## src/rtl/square_reconstruct.sv

```systemverilog
// Iterative squarer: rebuilds radicand O = Root*Root + Rem, one shift-add per clock.
// Flags remainders larger than 2*Root, which no square-root result can produce.
module square_reconstruct #(
  parameter int W = 16
) (
  input  logic             Clk,
  input  logic             Reset,
  input  logic             Start,
  input  logic [W-1:0]     Root,
  input  logic [W:0]       Rem,
  output logic [2*W-1:0]   O,
  output logic             Busy,
  output logic             Done,
  output logic             Err
);

  localparam int CW = (W > 1) ? $clog2(W) : 1;
  localparam logic [CW-1:0] LAST = CW'(W - 1);

  typedef enum logic [1:0] {
    IDLE,
    MUL,
    DONE
  } state_t;

  state_t          state_q, state_d;
  logic [2*W-1:0]  acc_q, acc_d;
  logic [2*W-1:0]  mcand_q, mcand_d;
  logic [W-1:0]    mult_q, mult_d;
  logic [CW-1:0]   count_q, count_d;
  logic            errl_q, errl_d;
  logic [2*W-1:0]  o_q, o_d;
  logic            err_q, err_d;
  logic            busy_q, busy_d;
  logic            done_q, done_d;
  logic [2*W-1:0]  acc_add;

  assign O    = o_q;
  assign Err  = err_q;
  assign Busy = busy_q;
  assign Done = done_q;

  // State and datapath registers; reset abandons any job in flight.
  always_ff @(posedge Clk or posedge Reset) begin
    if (Reset) begin
      state_q <= IDLE;
      acc_q   <= '0;
      mcand_q <= '0;
      mult_q  <= '0;
      count_q <= '0;
      errl_q  <= 1'b0;
      o_q     <= '0;
      err_q   <= 1'b0;
      busy_q  <= 1'b0;
      done_q  <= 1'b0;
    end else begin
      state_q <= state_d;
      acc_q   <= acc_d;
      mcand_q <= mcand_d;
      mult_q  <= mult_d;
      count_q <= count_d;
      errl_q  <= errl_d;
      o_q     <= o_d;
      err_q   <= err_d;
      busy_q  <= busy_d;
      done_q  <= done_d;
    end
  end

  // Next-state and shift-add step; O/Err only change on the final step.
  always_comb begin
    acc_add = mult_q[0] ? acc_q + mcand_q : acc_q;
    state_d = state_q;
    acc_d   = acc_q;
    mcand_d = mcand_q;
    mult_d  = mult_q;
    count_d = count_q;
    errl_d  = errl_q;
    o_d     = o_q;
    err_d   = err_q;
    busy_d  = busy_q;
    done_d  = 1'b0;
    unique case (state_q)
      IDLE: begin
        if (Start) begin
          state_d = MUL;
          mcand_d = {{W{1'b0}}, Root};
          mult_d  = Root;
          acc_d   = {{(W-1){1'b0}}, Rem};
          count_d = '0;
          errl_d  = Rem > {Root, 1'b0};
          busy_d  = 1'b1;
        end
      end
      MUL: begin
        acc_d   = acc_add;
        mcand_d = mcand_q << 1;
        mult_d  = mult_q >> 1;
        count_d = count_q + CW'(1);
        if (count_q == LAST) begin
          state_d = DONE;
          count_d = '0;
          o_d     = acc_add;
          err_d   = errl_q;
          busy_d  = 1'b0;
          done_d  = 1'b1;
        end
      end
      DONE: begin
        state_d = IDLE;
      end
      default: begin
        state_d = IDLE;
      end
    endcase
  end

endmodule

```

## config.mk

```make
export PLATFORM = sky130hd
export DESIGN_NAME = square_reconstruct
export DESIGN_NICKNAME = d
export VERILOG_FILES = /design/src/rtl/square_reconstruct.sv
export SDC_FILE = /design/constraint.sdc
export NUM_CORES = 1
export LEC_CHECK = 0
export ABC_CLOCK_PERIOD_IN_PS = 4800
export CORE_MARGIN = 1.5
export CORE_UTILIZATION = 29
export DETAILED_ROUTE_END_ITERATION = 8
export GPL_TIMING_DRIVEN = 0
export PLACE_DENSITY = 0.44
export SLEW_MARGIN = 20
export SYNTH_ARGS = -nofsm -noshare
export SYNTH_HDL_FRONTEND = slang
export SYNTH_SLANG_ARGS = --single-unit
```

## constraint.sdc

```tcl
create_clock -name Clk -period 4.8 [get_ports Clk]
set_input_delay 0.96 -clock Clk [delete_from_list [all_inputs] [get_ports Clk]]
set_output_delay 0.96 -clock Clk [all_outputs]
set_load 0.01 [all_outputs]
```

# [Word level (Yosys, flattened, before mapping)]
# Cells that the tools add are included.
[word_totals] register_bits=122 input_bits=36 output_inout_bits=35 wordCells=42
[op_classes] addsub=2 order_cmp=1 n_eq_ne=4 n_mux=18 reduce_logical=7
[ops] operator="$pmux 32 s2" n=2
[ops] operator="$mux 32" n=3
[ops] operator="$add 32x32->32" n=1
[ops] operator="$pmux 16 s2" n=1
[ops] operator="$gt 17x17->1" n=1
[ops] operator="$mux 16" n=1
[ops] operator="$mux 4" n=2
[ops] operator="$pmux 4 s2" n=1
[ops] operator="$reduce_and 2->1" n=4
[ops] operator="$add 4x1->4 const B" n=1
[ops] operator="$eq 4x4->1 const B" n=1
[ops] operator="$mux 1" n=4
[ops] operator="$mux 2" n=2
[ops] operator="$ne 2x2->1 const B" n=2
[ops] operator="$pmux 2 s2" n=1
[ops] operator="$reduce_and 3->1" n=1
[ops] operator="$eq 2x1->1 const B" n=1
[ops] operator="$logic_not 2->1" n=1
[ops] operator="$pmux 1 s2" n=1
[ops] operator="$reduce_bool 2->1" n=1

# [Logic depth before layout (Yosys ltp)]
# Gate-level depths: netlist of the first run.
[logic_depth] word_depth=3 depth_mapped=11 depth_no_buf=11

# [Least setup slack after synthesis of the first run]
# Ideal clock, no wire load.
[synth_path] kind="reg2reg" from="register acc_q[0]" to="register o_q[28], in the netlist O[28]" setup_ns=0.128 t_arrival_ns=2.482 required_time_ns=4.672 slack_ns=2.190 stages_incl_launch_ff=12 path_buffers=0 synth_period_minus_slack_ns=2.610 cell_sequence="dfrtp_1 > ha_1 > fa_1 > a21oi_1 > o21ai_0 > a21oi_1 > o21ai_2 > a21oi_1 > o21ai_0 > a31oi_1 > xor2_1 > o21ai_0"
[synth_between] elab_chain_cells=2
[synth_lines] element="from (decl)" line="27" text="logic [2*W-1:0] acc_q, acc_d;"
[synth_lines] element="from (signal assigned)" line="47" text="acc_q <= '0;"
[synth_lines] element="from (signal assigned)" line="58" text="acc_q <= acc_d;"
[synth_lines] element="$add 32x32->32" line="72" text="acc_add = mult_q[0] ? acc_q + mcand_q : acc_q;"
[synth_lines] element="$mux 32" line="72"
[synth_lines] element="to (signal assigned)" line="52" text="o_q <= '0;"
[synth_lines] element="to (signal assigned)" line="63" text="o_q <= o_d;"
[synth_lines] element="to (decl)" line="32" text="logic [2*W-1:0] o_q, o_d;"
# Every way passes these cells.
# A chain may end at the register's enable or synchronous reset.

# [Worst setup path in the final report of the first run]
[layout_path] from="register mcand_q[0]" to="register o_q[28], in the netlist O[28]"
[layout_between] elab_chain_cells=2
[layout_lines] element="from (decl)" line="28" text="logic [2*W-1:0] mcand_q, mcand_d;"
[layout_lines] element="from (signal assigned)" line="59" text="mcand_q <= mcand_d;"
[layout_lines] element="$add 32x32->32" line="72"
[layout_lines] element="$mux 32" line="72"
# Every way passes these cells.

==> flow_summary.yaml, run 1 <==
sta:
  rsz0062_at_grt: "false"
  period_needed_ps: 3394
  holdWs_ps: 477.6
  slew-limit-headroom: 0.3131
  finalSetupViolCount: 0
  hold_viol_final: 0
  tns_ps: 0
  finalMaxSlewViolations: 0
  worst_slew_pin_slew_ps: 1030
  fin_skew_ps: 10.43
  max_freq_mhz: 294.7
  fin_crit_sh: 0.7070
drt:
  vias: 6185
  routed_wl_um: 22960
  drtIter0Drc: 360
  postRouteAntennaNets: 0
  first_pass_iters: 6
  drc: 0
  vias_per_cell: 5.211
  wl_per_cell_um: 19.34
critical_path:
  critPathLaunchType: "flip-flop"
  cp_max_fo: 4
  crit_arrival_ps: 3700
  crit_required_ps: 5100
  endpoint_kind: "flip-flop"
  crit_type: "flip-flop to flip-flop"
clock_tree:
  hold_buffers: 0
  cts_buffers: 17
  cts_sinks: 122
  clk_latency_ps: 420
  htree_levels: 4
  clk_path_buf_depth: 2
  clk_pin_slew_ps: 60
  cts_root_buffer: "clkbuf_16"
  post_cts_resize_count: 0
  cts_setup_buffers: 0
  cts_tree: "yes"
flow_run:
  cap_violations: 0
pwr:
  power.switching_mw: 3.267
  pwr-share-clk: 0.183
  peakVddDrop_uv: 290.6
  swShare: 0.4350
  p_leak_nw: 3.954
  power_frac_seq: 0.267
  intPower_mw: 4.244
  p_comb_frac: 0.550
  p_per_area_nw_per_um2: 840.7
global_routing:
  grt_max_degree: 81
  antenna_found_initial: 0
  grt_pass1_wl_um: 36580
  gr-usage-all-layers: 0.1856
  grt_pass1_vias: 6212
  gr-total-overflow: 0
synth:
  yosysTopAreaCellShare: 0.4256
  yosysTopAreaCell: "dfrtp_1"
  ys.warnings.count: 0
  ys_ff_latch: 122
  synth_edf_count: 0
  yosysSeqAreaShare: 0.4256
  synth_nets: 845
  async_reset_ff_frac: 1.000
  synthTopCellsByArea: "dfrtp_1 43%, ha_1 8.4%, o22ai_1 6.4%"
  yosysUniqueCellTypes: 58
  avgSynthCellArea_um2: 9.438
  synth_flop_cell: "dfrtp_1"
  synthCells: 760
  synth_area_um2: 7173
finish:
  num_antenna_cells: 0
  mostFrequentLayoutCells: "122 x dfrtp_1, 85 x a21oi_1, 73 x nand2_1, 73 x o22ai_1, 70 x clkdlybuf4s50_1"
  nets: 935
  design_area_um2: 8934
  drive_gt1_frac: 0.05330
  area_delta_synth_final_pct: 24.54
  final_common_cell: "dfrtp_1"
place:
  place_congestion: 0.7903
  io_buffers: 70
  place_hpwl_um: 17150
  placed_area_um2: 8314
die:
  start_util: 0.2950
  coreArea_um2: 24320
  io-pin-count: 71
  fp.dieH_um: 160.3
  num_rows: 57
  die_x_um: 160.3
  die-area_um2: 25690
hold_path:
  hold_path_class: "flip-flop to flip-flop"
run_status:
  status: "finished clean"
layout make-up:
type / instances / area [µm²]
Fill cell: 2481 / 15390
Multi-Input combinational cell: 561 / 3802
Sequential cell: 122 / 3053
Timing Repair Buffer: 71 / 728.2
Clock buffer: 20 / 446.7
Tap cell: 324 / 405.4
Buffer: 46 / 201.4
Clock inverter: 12 / 172.7
Inverter: 31 / 123.9
per-layer routing:
metal | vias to the layer above | global-route usage | share of wire
met4 | 0 | 0.03568 | 0.0062
li1 | 3036 | - | -
met1 | 3033 | 0.2789 | 0.53
met2 | 106 | 0.2763 | 0.44
met3 | 10 | 0.03455 | 0.032
met5 | - | 0 | 0
path summary, 6_finish.rpt:
kind	start	end	slack, ps	cells after the start
min in group asynchronous	Reset	O[9]$_DFFE_PP0P_	920	2
min reg2reg	O[20]$_DFFE_PP0P_	O[20]$_DFFE_PP0P_	480	2
min	O[20]$_DFFE_PP0P_	O[20]$_DFFE_PP0P_	480	2
max in group asynchronous	Reset	acc_q[29]$_DFFE_PP0P_	3140	3
max	mcand_q[0]$_DFFE_PP0P_	O[28]$_DFFE_PP0P_	1410	11
max reg2reg	mcand_q[0]$_DFFE_PP0P_	O[28]$_DFFE_PP0P_	1410	11
stage by stage:
step | instances | setup WS, ps | util | power, mW
2_1_floorplan | 760 | 597.5 | - | 4.852
3_3_place_gp | 1154 | -1641 | 0.3404 | 6.119
3_5_place_dp | 1155 | 1379 | 0.3419 | 6.128
4_1_cts | 1187 | 1375 | 0.3673 | 7.546
5_1_grt | 1187 | 1049 | 0.3673 | 8.152
6_report | 1187 | 1406 | 0.3673 | 7.511
cells by family after synthesis:
kind of cell	synth area share
muxes	0.03489
AOI/OAI and AO/OA	0.2840
buffers and inverters	0.04430
and+or+nand+nor	0.08808
xor gates and xnor gates	0.03663
adders and majority gates	0.08652
DFF	0.4256
power by group through the flow:
| stage | Sequential [mW] | Clock, mW | Combinational [mW] |
|---|---|---|---|
| final | 2.00 | 1.37 | 4.13 |
| after global routing | 2.06 | 1.44 | 4.65 |
| after CTS | 1.99 | 1.41 | 4.15 |
| after detailed placement | 2.01 | 0 | 4.12 |
| after global placement | 2.01 | 0 | 4.11 |
| after floorplan | 1.91 | 0 | 2.94 |
critical path, cell delays in order, from the launching register on:
cell	delay, ps
dfrtp_1	440
ha_1	260
fa_1	430
a21oi_1	200
o21ai_0	200
a21oi_1	330
o21ai_2	140
a21oi_1	450
o21ai_0	270
a31oi_1	240
xor2_1	210
o21ai_0	110
synth_stat cells (11+ instances only):
cell and n:
dfrtp_1 122, a21oi_1 85, nand2_1 73, o22ai_1 73
o21ai_0 55, ha_1 48, clkbuf_1 37, inv_1 31
a22o_1 28, mux2i_1 25, nor2_1 20, xnor2_1 19
a21o_1 18, o22a_1 13, xor2_1 11
sequential cells by signal (all words and copies together) (netlist names):
name     cells
acc_q       32
Busy         1
count_q      4
Err          1
O           32
mult_q      16
mcand_q     32
errl_q       1
state_q      2
Done         1
(Power assumes the default switching activity.)
==> inputs of run 2 (changes only) <==
--- a/config.mk
+++ b/config.mk
@@ -5,7 +5,7 @@
 export SDC_FILE = /design/constraint.sdc
 export NUM_CORES = 1
 export LEC_CHECK = 0
-export ABC_CLOCK_PERIOD_IN_PS = 4800
+export ABC_CLOCK_PERIOD_IN_PS = 3310
 export CORE_MARGIN = 1.5
 export CORE_UTILIZATION = 29
 export DETAILED_ROUTE_END_ITERATION = 8
==> constraint.sdc (replaced) <==
create_clock -name Clk -period 3.31 [get_ports Clk]
set_input_delay 0.662 -clock Clk [delete_from_list [all_inputs] [get_ports Clk]]
set_output_delay 0.662 -clock Clk [all_outputs]
set_load 0.01 [all_outputs]
==> flow_summary.yaml, run 2 (synthesis gave the netlist of run 1 again) <==
die:
  fp.dieH_um: 160.3
  io-pin-count: 71
  num_rows: 57
  coreArea_um2: 24320
  die-area_um2: 25690
  start_util: 0.2950
  die_x_um: 160.3
finish:
  drive_gt1_frac: 0.05794
  area_delta_synth_final_pct: 24.73
  num_antenna_cells: 0
  mostFrequentLayoutCells: "122 x dfrtp_1, 83 x a21oi_1, 73 x nand2_1, 73 x o22ai_1, 70 x clkdlybuf4s50_1"
  nFillCells: 2461
  design_area_um2: 8947
  nets: 938
  fin_cells: 1187
  final_common_cell: "dfrtp_1"
pwr:
  p_leak_nw: 3.962
  peakVddDrop_uv: 373.2
  p_per_area_nw_per_um2: 1200
sta:
  worst_slew_pin_slew_ps: 1009
  fin_skew_ps: 12.38
  max_freq_mhz: 319.8
  tns_ps: 0
  finalSetupViolCount: 0
  hold_viol_final: 0
  slew-limit-headroom: 0.3275
  fin_crit_sh: 0.9447
  finalMaxSlewViolations: 0
  period_needed_ps: 3127
  rsz0062_at_grt: "false"
drt:
  vias: 6189
  postRouteAntennaNets: 0
  vias_per_cell: 5.214
  routed_wl_um: 22990
  wl_per_cell_um: 19.37
  first_pass_iters: 5
  drtIter0Drc: 356
  drc: 0
clock_tree:
  cts_sinks: 122
  cts_setup_buffers: 0
  cts_root_buffer: "clkbuf_16"
  clk_path_buf_depth: 2
  clk_latency_ps: 420
  cts_buffers: 17
  hold_buffers: 0
  cts_tree: "yes"
  htree_levels: 4
  clk_pin_slew_ps: 60
place:
  io_buffers: 70
  place_hpwl_um: 17430
  placed_cells: 1158
  placed_area_um2: 8371
  place_congestion: 0.7937
critical_path:
  crit_required_ps: 3620
  crit_type: "flip-flop to flip-flop"
  cp_max_fo: 5
  critPathLaunchType: "flip-flop"
  crit_arrival_ps: 3440
  endpoint_kind: "flip-flop"
global_routing:
  grt_max_degree: 33
  grt_pass1_vias: 6097
  grt_pass1_wl_um: 36080
  gr-usage-all-layers: 0.1837
  antenna_found_initial: 0
  gr-total-overflow: 0
hold_path:
  hold_path_class: "flip-flop to flip-flop"
flow_run:
  cap_violations: 0
run_status:
  status: "finished clean"
-- run 2: area by class of cell --
| type | instances | area (µm²) | area share |
|---|---|---|---|
| inverter | 31 | 120.1 | 0.01342 |
| clock buffer | 22 | 494.2 | 0.05524 |
| timing repair buffer | 74 | 788.3 | 0.08810 |
| buffer | 46 | 201.4 | 0.02251 |
| multi-input combinational | 561 | 3817 | 0.4267 |
| clock inverter | 7 | 67.56 | 0.007551 |
| sequential | 122 | 3053 | 0.3412 |
| tap | 324 | 405.4 | 0.04531 |
-- run 2: final timing paths --
kind | start | to | slack [ps] | cells past startpoint
setup / recovery | mcand_q[1]$_DFFE_PP0P_ | acc_q[31]$_DFFE_PP0P_ | 180 | 10
hold / removal | O[9]$_DFFE_PP0P_ | O[9]$_DFFE_PP0P_ | 480 | 2
setup reg to reg | mcand_q[1]$_DFFE_PP0P_ | acc_q[31]$_DFFE_PP0P_ | 180 | 10
hold reg to reg | O[9]$_DFFE_PP0P_ | O[9]$_DFFE_PP0P_ | 480 | 2
max in group asynchronous | Reset | count_q[2]$_DFFE_PP0P_ | 2010 | 4
min in group asynchronous | Reset | O[8]$_DFFE_PP0P_ | 620 | 2
-- run 2: metrics by stage --
step                utilization  power [mW]  hold slack, ps  worst slack (ps)
floorplan                     -       7.036           433.4             699.9
global placement         0.3406       8.863           462.7            -250.5
detailed placement       0.3442       8.895           468.8            -137.2
CTS                      0.3674       10.76           481.0             27.92
global route             0.3679       11.65           496.3             5.845
finish                   0.3679       10.74           477.4             183.0
-- run 2: critical path: stages (launching register included) --
cell and delay, ps:
dfrtp_1 470, ha_1 330, a211o_1 330, and3b_1 220
o21ai_0 370, a21o_1 230, a31oi_2 120, o41ai_2 260
mux2i_1 360, o21bai_1 100, a22o_2 230
-- run 2: power by group --
part	internal [mW]	total, mW	switching [mW]	leakage (nW)
clock network	1.11	1.81	0.691	0.272
registers	2.24	2.89	0.658	1.51
logic	2.66	6.04	3.37	2.18
total	6.01	10.7	4.72	3.96
-- run 2: repair_timing --
item / 4_1_cts / 5_1_grt
endpoints found under the hold margin: 0 / 0
gates resized for setup: 1 / 3
pin swaps: 0 / 0
setup endpoints to repair: 2 / 5
-- run 2: layer usage --
metal / vias up / GRT usage / wire length, µm
met2: 144 / 0.2692 / 9933
met5: - / 0 / 0
met1: 3003 / 0.2756 / 11890
met4: 0 / 0.04036 / 151
li1: 3028 / - / -
met3: 14 / 0.03792 / 1021
==> inputs of run 3 (changes only) <==
--- a/config.mk
+++ b/config.mk
@@ -6,11 +6,13 @@
 export NUM_CORES = 1
 export LEC_CHECK = 0
 export ABC_CLOCK_PERIOD_IN_PS = 3310
+export CAP_MARGIN = 20
 export CORE_MARGIN = 1.5
 export CORE_UTILIZATION = 29
 export DETAILED_ROUTE_END_ITERATION = 8
 export GPL_TIMING_DRIVEN = 0
 export PLACE_DENSITY = 0.44
+export SKIP_CTS_REPAIR_TIMING = 1
 export SLEW_MARGIN = 20
 export SYNTH_ARGS = -nofsm -noshare
 export SYNTH_HDL_FRONTEND = slang
==> flow_summary.yaml, run 3 (synthesis gave the netlist of run 1 again) <==
finish:
  final_common_cell: "dfrtp_1"
  drive_gt1_frac: 0.05794
  area_delta_synth_final_pct: 24.73
  nets: 938
  final_util: 0.3679
  nFillCells: 2459
  num_antenna_cells: 0
  mostFrequentLayoutCells: "122 x dfrtp_1, 83 x a21oi_1, 73 x nand2_1, 73 x o22ai_1, 70 x clkdlybuf4s50_1"
pwr:
  peakVddDrop_uv: 371.6
  swShare: 0.4398
  power_frac_seq: 0.270
  intPower_mw: 6.014
  p_comb_frac: 0.562
  power_mw: 10.74
  p_leak_nw: 3.962
  power.switching_mw: 4.721
  pwr-share-clk: 0.168
  p_per_area_nw_per_um2: 1200
die:
  num_rows: 57
  start_util: 0.2950
  io-pin-count: 71
  coreArea_um2: 24320
  die_x_um: 160.3
  fp.dieH_um: 160.3
  die-area_um2: 25690
sta:
  slew-limit-headroom: 0.3267
  tns_ps: 0
  finalSetupViolCount: 0
  worst_slew_pin_slew_ps: 1010
  rsz0062_at_grt: "false"
  max_freq_mhz: 319.7
  period_needed_ps: 3128
  finalMaxSlewViolations: 0
  hold_viol_final: 0
  fin_crit_sh: 0.9450
  fin_skew_ps: 13.26
  setup_ws_ps: 182.1
drt:
  drc: 0
  met3_length_um: 966
  top_layer: "met4"
  wl_per_cell_um: 19.35
  first_pass_iters: 5
  vias_per_cell: 5.204
  vias: 6177
  met2WireLength_um: 9917
  routed_wl_um: 22970
  drtIter0Drc: 363
  wl_met1_um: 11920
  postRouteAntennaNets: 0
global_routing:
  gr-usage-all-layers: 0.1837
  gr-total-overflow: 0
  antenna_found_initial: 0
  grt_pass1_vias: 6104
  grt_max_degree: 33
  grt_pass1_wl_um: 36090
hold_path:
  hold_path_class: "flip-flop to flip-flop"
  hold_start: "O[21]$_DFFE_PP0P_"
  min_to: "O[21]$_DFFE_PP0P_"
  hold_depth: 1
critical_path:
  crit_type: "flip-flop to flip-flop"
  endpoint_kind: "flip-flop"
  crit_required_ps: 3620
  ff2ff_setup_slack_ps: 180
  reg2reg_depth: 10
  r2r-start: "mcand_q[1]$_DFFE_PP0P_"
  rr_endpoint: "acc_q[31]$_DFFE_PP0P_"
  crit_arrival_ps: 3440
  cp_max_fo: 5
  critPathLaunchType: "flip-flop"
clock_tree:
  cts_sinks: 122
  cts_tree: "yes"
  clk_pin_slew_ps: 60
  htree_levels: 4
  clk_latency_ps: 420
  cts_buffers: 17
  clk_path_buf_depth: 2
  cts_root_buffer: "clkbuf_16"
run_status:
  status: "finished clean"
flow_run:
  cap_violations: 0
place:
  place_hpwl_um: 17430
  place_congestion: 0.7937
  pre_cts_ws_ps: -137.2
  io_buffers: 70
[run 3: cell type report]
class                           instances  area, µm²  area share
Tap cell                              324      405.4     0.04531
Clock inverter                          7      67.56    0.007551
Buffer                                 46      201.4     0.02251
Inverter                               31      120.1     0.01342
Multi-Input combinational cell        561       3817      0.4267
Clock buffer                           22      494.2     0.05524
Sequential cell                       122       3053      0.3412
Timing Repair Buffer                   74      788.3     0.08810
[run 3: routing by layer]
| metal | track usage | vias to the layer above |
|---|---|---|
| li1 | - | 3027 |
| met1 | 0.2756 | 3003 |
| met2 | 0.2692 | 131 |
| met3 | 0.03792 | 16 |
| met4 | 0.04036 | 0 |
| met5 | 0 | - |
[run 3: worst max-delay path by stage]
| stage | end | startpoint | depth (start not counted) | slack (ps) |
|---|---|---|---|---|
| 6_report | acc_q[31]$_DFFE_PP0P_ | mcand_q[1]$_DFFE_PP0P_ | 10 | 180 |
| 5_1_grt | acc_q[31]$_DFFE_PP0P_ | mcand_q[1]$_DFFE_PP0P_ | 10 | 6 |
| 4_1_cts | O[28]$_DFFE_PP0P_ | mcand_q[0]$_DFFE_PP0P_ | 11 | -150 |
| 3_5_place_dp | O[28]$_DFFE_PP0P_ | mcand_q[0]$_DFFE_PP0P_ | 11 | -140 |
| 3_3_place_gp | mult_q[4]$_DFFE_PP0P_ | Reset | 2 | -250 |
| 2_1_floorplan | O[28]$_DFFE_PP0P_ | acc_q[0]$_DFFE_PP0P_ | 11 | 700 |
[run 3: metrics by stage]
stage / hold slack (ps) / cells / area (µm²)
2_1_floorplan: 433.4 / 760 / 7177
3_3_place_gp: 462.7 / 1154 / 8283
3_5_place_dp: 468.8 / 1158 / 8371
4_1_cts: 481.0 / 1187 / 8932
5_1_grt: 496.3 / 1187 / 8947
6_report: 476.6 / 1187 / 8947
[run 3: power groups by stage]
stage | clock [mW] | sequential, mW | combinational [mW]
2_1_floorplan | 0 | 2.77 | 4.26
3_3_place_gp | 0 | 2.91 | 5.95
3_5_place_dp | 0 | 2.91 | 5.99
4_1_cts | 1.85 | 2.88 | 6.02
5_1_grt | 1.92 | 2.99 | 6.74
6_report | 1.80 | 2.89 | 6.04
[run 3: critical path, cell delays in order, from the launching register on]
cell,delay [ps]
dfrtp_1,470
ha_1,330
a211o_1,330
and3b_1,220
o21ai_0,370
a21o_1,230
a31oi_2,120
o41ai_2,260
mux2i_1,360
o21bai_1,100
a22o_2,230
